### config.mk
export PLATFORM = sky130hd
export DESIGN_NAME = vec_cache_entry_alloc_arb
export DESIGN_NICKNAME = d
export VERILOG_FILES = /design/src/rtl/vec_cache_entry_alloc_arb.sv
export SDC_FILE = /design/constraint.sdc
export NUM_CORES = 1
export LEC_CHECK = 0
export BUFFER_PORTS_ARGS = -buffer_cell sky130_fd_sc_hd__buf_2
export CAP_MARGIN = 20
export CORE_ASPECT_RATIO = 0.5
export CORE_MARGIN = 2
export CORE_UTILIZATION = 62
export CTS_CLUSTER_SIZE = 40
export DETAILED_ROUTE_END_ITERATION = 8
export GPL_TIMING_DRIVEN = 0
export PLACE_DENSITY = 0.86
export SYNTH_ARGS = -nofsm -noshare
export SYNTH_HDL_FRONTEND = slang
export SYNTH_SLANG_ARGS = --single-unit
### constraint.sdc
create_clock -name clk -period 16.01 [get_ports clk]
set_input_delay 0 -clock clk [delete_from_list [all_inputs] [get_ports clk]]
set_output_delay 0 -clock clk [all_outputs]
set_load 0.02 [all_outputs]
### src/rtl/vec_cache_entry_alloc_arb.sv
// vec_cache_entry_alloc_arb
// Shares the vector-cache entry pool among REQ_NUM requesters. One free
// entry is kept pre-reserved in a slot so a grant can be issued every cycle;
// requesters are served round-robin and entries are reclaimed on release.
// Optional feature macro: VEC_CACHE_ALLOC_QUOTA_EN (per-requester hold limit).
module vec_cache_entry_alloc_arb #(
    parameter int ENTRY_NUM      = 32,
    parameter int ENTRY_ID_WIDTH = $clog2(ENTRY_NUM),
    parameter int REQ_NUM        = 4,
    parameter int QUOTA          = 16
) (
    input  logic                      clk,
    input  logic                      rst_n,
    input  logic [REQ_NUM-1:0]        req_vld,
    output logic [REQ_NUM-1:0]        req_rdy,
    output logic [ENTRY_ID_WIDTH-1:0] alloc_id,
    input  logic                      rel_vld,
    input  logic [ENTRY_ID_WIDTH-1:0] rel_id,
    output logic [ENTRY_ID_WIDTH:0]   busy_cnt,
    output logic                      err_rel
);
    localparam int REQ_W = (REQ_NUM > 1) ? $clog2(REQ_NUM) : 1;
    localparam int CNT_W = ENTRY_ID_WIDTH + 1;

    // Lowest clear bit of a busy vector; MSB of the result flags "found".
    function automatic logic [ENTRY_ID_WIDTH:0] f_lowest_free(input logic [ENTRY_NUM-1:0] busy);
        logic [ENTRY_ID_WIDTH:0] res;
        res = '0;
        for (int i = ENTRY_NUM - 1; i >= 0; i--) begin
            if (!busy[i]) begin
                res = {1'b1, ENTRY_ID_WIDTH'(i)};
            end
        end
        return res;
    endfunction

    // Number of set bits in a busy vector.
    function automatic logic [CNT_W-1:0] f_popcount(input logic [ENTRY_NUM-1:0] v);
        logic [CNT_W-1:0] res;
        res = '0;
        for (int i = 0; i < ENTRY_NUM; i++) begin
            res = res + {{(CNT_W-1){1'b0}}, v[i]};
        end
        return res;
    endfunction

    logic [ENTRY_NUM-1:0]      r_busy;
    logic                      r_slot_vld;
    logic [ENTRY_ID_WIDTH-1:0] r_slot_id;
    logic [REQ_W-1:0]          r_rr_ptr;
    logic                      r_err_rel;
    logic [CNT_W-1:0]          r_busy_cnt;

    logic [REQ_NUM-1:0]        w_elig;
    logic [2*REQ_NUM-1:0]      w_dbl;
    logic [REQ_W-1:0]          w_off;
    logic [REQ_W:0]            w_sum;
    logic [REQ_W:0]            w_sum_wrap;
    logic                      w_win_vld;
    logic [REQ_W-1:0]          w_win;
    logic [REQ_W-1:0]          w_rr_nxt;
    logic                      w_grant;
    logic                      w_rel_ok;
    logic                      w_rel_bad;
    logic [ENTRY_NUM-1:0]      w_busy_rel;
    logic [ENTRY_ID_WIDTH:0]   w_free;
    logic                      w_load;
    logic [ENTRY_NUM-1:0]      w_busy_nxt;

`ifdef VEC_CACHE_ALLOC_QUOTA_EN
    logic [CNT_W-1:0]          r_held  [REQ_NUM];
    logic [REQ_W-1:0]          r_owner [ENTRY_NUM];
    logic [REQ_W-1:0]          w_rel_owner;

    // A requester is eligible only while it holds fewer than QUOTA entries.
    always_comb begin
        w_elig = '0;
        for (int i = 0; i < REQ_NUM; i++) begin
            w_elig[i] = req_vld[i] && (r_held[i] < CNT_W'(QUOTA));
        end
    end
`else
    // Without quota tracking every valid request is eligible.
    always_comb begin
        w_elig = req_vld;
    end
`endif

    // Round-robin pick: rotate eligibility so rr_ptr lands at bit 0, then take the lowest set bit.
    always_comb begin
        w_dbl     = {w_elig, w_elig} >> r_rr_ptr;
        w_off     = '0;
        w_win_vld = 1'b0;
        for (int k = REQ_NUM - 1; k >= 0; k--) begin
            if (w_dbl[k]) begin
                w_off     = REQ_W'(k);
                w_win_vld = 1'b1;
            end
        end
        w_sum      = {1'b0, r_rr_ptr} + {1'b0, w_off};
        w_sum_wrap = w_sum - (REQ_W+1)'(REQ_NUM);
        if (w_sum >= (REQ_W+1)'(REQ_NUM)) begin
            w_win = w_sum_wrap[REQ_W-1:0];
        end else begin
            w_win = w_sum[REQ_W-1:0];
        end
        if (w_win == REQ_W'(REQ_NUM - 1)) begin
            w_rr_nxt = '0;
        end else begin
            w_rr_nxt = w_win + REQ_W'(1);
        end
        w_grant = r_slot_vld && w_win_vld;
    end

    // Release legality, busy-map update and slot refill from the post-release free map.
    always_comb begin
        w_rel_ok   = rel_vld && r_busy[rel_id] && !(r_slot_vld && (rel_id == r_slot_id));
        w_rel_bad  = rel_vld && !w_rel_ok;
        w_busy_rel = r_busy;
        if (w_rel_ok) begin
            w_busy_rel[rel_id] = 1'b0;
        end else begin
            w_busy_rel = r_busy;
        end
        w_free     = f_lowest_free(w_busy_rel);
        w_load     = (!r_slot_vld || w_grant) && w_free[ENTRY_ID_WIDTH];
        w_busy_nxt = w_busy_rel;
        if (w_load) begin
            w_busy_nxt[w_free[ENTRY_ID_WIDTH-1:0]] = 1'b1;
        end else begin
            w_busy_nxt = w_busy_rel;
        end
    end

    // One-hot grant is combinational so a waiting request is served with zero latency.
    always_comb begin
        req_rdy = '0;
        if (w_grant) begin
            req_rdy[w_win] = 1'b1;
        end else begin
            req_rdy = '0;
        end
    end

    assign alloc_id = r_slot_id;
    assign busy_cnt = r_busy_cnt;
    assign err_rel  = r_err_rel;

    // Pool state: busy map, reserved slot, round-robin pointer and sticky release error.
    always_ff @(posedge clk or negedge rst_n) begin
        if (!rst_n) begin
            r_busy     <= '0;
            r_slot_vld <= 1'b0;
            r_slot_id  <= '0;
            r_rr_ptr   <= '0;
            r_err_rel  <= 1'b0;
            r_busy_cnt <= '0;
        end else begin
            r_busy     <= w_busy_nxt;
            r_busy_cnt <= f_popcount(w_busy_nxt);
            r_err_rel  <= r_err_rel | w_rel_bad;
            if (w_load) begin
                r_slot_vld <= 1'b1;
                r_slot_id  <= w_free[ENTRY_ID_WIDTH-1:0];
            end else if (w_grant) begin
                r_slot_vld <= 1'b0;
            end else begin
                r_slot_vld <= r_slot_vld;
            end
            if (w_grant) begin
                r_rr_ptr <= w_rr_nxt;
            end else begin
                r_rr_ptr <= r_rr_ptr;
            end
        end
    end

`ifdef VEC_CACHE_ALLOC_QUOTA_EN
    assign w_rel_owner = r_owner[rel_id];

    // Ownership and per-requester hold counts; a same-requester grant+release nets to zero.
    always_ff @(posedge clk or negedge rst_n) begin
        if (!rst_n) begin
            for (int e = 0; e < ENTRY_NUM; e++) begin
                r_owner[e] <= '0;
            end
            for (int i = 0; i < REQ_NUM; i++) begin
                r_held[i] <= '0;
            end
        end else begin
            if (w_grant) begin
                r_owner[r_slot_id] <= w_win;
            end
            for (int i = 0; i < REQ_NUM; i++) begin
                if (w_grant && (w_win == REQ_W'(i)) && !(w_rel_ok && (w_rel_owner == REQ_W'(i)))) begin
                    r_held[i] <= r_held[i] + CNT_W'(1);
                end else if (!(w_grant && (w_win == REQ_W'(i))) && w_rel_ok && (w_rel_owner == REQ_W'(i))) begin
                    r_held[i] <= r_held[i] - CNT_W'(1);
                end else begin
                    r_held[i] <= r_held[i];
                end
            end
        end
    end
`endif

endmodule

==> key figures <==
Clock network
  – Clock tree buffer depth: 2
  – H-tree Lvls: 2
  – PostCTS Resize Cnt: 0
  – CTS root buffer: clkbuf_16
  – CTS buffer count: 5
  – Latest clock arrival within the worst-skew pair: 300 ps
  – Clock Sinks: 47
  – Clock transition at path regs: 70 ps
  – CTS tree: built

Place
  – # port buffers: 22
  – Gp weighted congestion: 1.015
  – Pre-CTS setup slack: 7680 ps
  – Post-DP Area: 0.004718 mm²
  – Post-DP HPWL: 11650 µm
  – Dpl cells: 621

Cells and area
  – FILL cells: 537
  – Layout cells sized above 1: 0.1275
  – Final instance area: 0.004910 mm²
  – P&R area growth vs syn: 9.273%
  – Diodes inserted: 0
  – Post-layout nets: 588
  – Layout Cells excl Fill: 633

Synth
  – Mapped Nets: 555
  – Number of synthesized flops with an enable pin: 0
  – Synth top cells by count: 47 x dfrtp_1, 41 x nand2_1, 35 x inv_1
  – Synthesized area: 0.004493 mm²
  – Largest area contributor in the netlist: dfrtp_1
  – Synth top area share: 0.2618
  – Synth top area cells: dfrtp_1 26%, fa_1 11%, o31ai_1 5.0%, o21ai_0 3.8%, mux2i_1 3.6%
  – Synthesized area per cell: 8.862 µm²
  – Ys Warns: 0
  – FF+latch count, synth: 47
  – Mapped Cells: 507
  – Seq/Total Area, Yosys: 0.2618
  – Cell variety after synth: 70
  – Synth Flop Type: dfrtp_1
  – Ys async rst share: 1.000
  – Most common cell in the netlist: dfrtp_1

Detailed routing
  – Routed Antenna Nets: 0
  – Via density: 7.158
  – Routed WL per cell: 23.79 µm
  – DRC: 0
  – Post-Route WL: 15060 µm
  – Vias: 4531
  – Pre-Repair DR Iteration Count: 5
  – DR iter-0 viols: 613

Timing
  – Rel. slew slack: 0.3274
  – Post-route minimum period: 8344 ps
  – Setup slack after layout: 7666 ps
  – Final period util: 0.5211
  – Setup TNS: 0 ps
  – Least-Margin Pin Slew: 1002 ps
  – RSZ-0062 raised after global routing: no
  – Clk_skew: 7.860 ps
  – Max Slew Vio Count: 0
  – Setup Viol. Count Final: 0
  – F_max: 0.1199 GHz
  – Endpoints failing hold: 0

Global routing
  – Global-route wire length before repair: 23980 µm
  – Total GRT Usage: 0.3930
  – Grt total ovfl: 0
  – Largest net degree at the start of global routing: 48
  – Antenna violations before repair: 0
  – Vias in the first global route: 4270

Status
  – Status: finished clean

Die
  – Die footprint: 0.007985 mm²
  – Die width: 124.4 µm
  – Initial core utilization: 0.6552
  – Row count: 21
  – Core area: 0.006858 mm²
  – IO Pins: 28
  – Die span in y: 64.20 µm

Worst setup path
  – Crit path largest cell delay: 580 ps
  – Critical Path AT: 8570 ps
  – Reg2reg end: busy_cnt[4]
  – Worst setup path endpoint: busy_cnt[4]
  – R2R Setup Slk: 7670 ps
  – Max Fanout on Critical Path: 10
  – Startpoint class of the critical path: flop
  – RR Startpoint: r_busy[10]
  – Cell mode on critical path: fa_1
  – CP Capture Type: flop
  – Critical Path Source: r_busy[10]
  – WP data required: 16230 ps
  – Kind of critical path: reg -> reg
  – Worst r2r path cells: 30
  – Critical-path top delay cell: o31ai_1

Hold path
  – HP Class: in -> async

Run
  – Max-cap violation count: 0
-- registers in the layout (all words and copies together) (netlist names) --
name        count
r_busy         32
busy_cnt        6
alloc_id        5
r_rr_ptr        2
err_rel         1
r_slot_vld      1
-- logic make-up after synthesis --
kind of cell / count (synthesis) / synth area share
adders and majority gates: 36 / 0.1403
DFF: 47 / 0.2618
AOI/OAI and AO/OA: 179 / 0.2949
muxes: 20 / 0.04817
and+or+nand+nor: 147 / 0.1654
xor gates and xnor gates: 11 / 0.02144
buffers and inverters: 67 / 0.06795
-- through the flow --
step | hold slack [ps] | utilization
after detailed placement | 246.5 | 0.6880
after global placement | 237.7 | 0.6880
after global routing | 104.8 | 0.7159
final | 82.96 | 0.7159
after CTS | 309.2 | 0.7123
after floorplan | -295.6 | -
-- how the worst min path moves through the flow --
stage                         start          end  slack [ps]  cells after the start
after floorplan               rst_n  alloc_id[0]        -300                      0
after global placement      rel_vld      err_rel         240                      2
after detailed placement    rel_vld      err_rel         250                      2
after CTS                 rel_id[4]   r_busy[13]         310                      5
after global routing          rst_n   r_busy[23]         100                      2
final                         rst_n   r_busy[23]          80                      2
-- critical path, delay by kind of cell, from the launching register on --
kind	cells	cell delay (ps)
AOI/OAI and AO/OA	10	2560
adders and majority gates	8	3320
muxes	1	300
buffers and inverters	9	1210
xor gates and xnor gates	1	150
DFF	1	430
and+or+nand+nor	1	330
-- layer usage --
metal | wire length (µm) | global-route usage | vias to the layer above
met1 | 6156 | 0.5531 | 2181
met3 | 2380 | 0.1415 | 35
li1 | - | - | 1942
met4 | 212 | 0.06320 | 0
met2 | 6307 | 0.5956 | 373
met5 | 0 | 0 | -
-- area by class of cell --
cell class | instances | area (µm²) | area share
inverter | 35 | 131.4 | 0.02676
multi-input combinational | 393 | 3012 | 0.6134
sequential | 47 | 1176 | 0.2396
clock inverter | 2 | 17.52 | 0.003568
tap | 92 | 115.1 | 0.02345
buffer | 32 | 173.9 | 0.03542
timing repair buffer | 26 | 155.1 | 0.03160
clock buffer | 6 | 128.9 | 0.02625
-- cell usage in the layout (no fill, tap or decap), types with 12 or more instances in the layout --
master | netlist | routed
nand2_1 | 41 | 41
clkbuf_1 | 15 | 16
o21ai_0 | 34 | 34
ha_1 | 12 | 12
fa_1 | 24 | 24
nor2_1 | 29 | 29
buf_2 | 8 | 30
o31a_1 | 12 | 12
dfrtp_1 | 47 | 47
inv_1 | 35 | 35
a21oi_1 | 24 | 24
mux2i_1 | 16 | 16
o31ai_1 | 30 | 30
-- timing repair --
action | 4_1_cts | 5_1_grt
hold buffers | 2 | 0
endpoints found under the setup margin | 0 | 0
buffers inserted | 0 | 0
endpoints found under the hold margin | 48 | 0
Power is left out: the tool's default activity adds up to more than one toggle a clock period on the data nets, which glitch-free logic cannot reach.
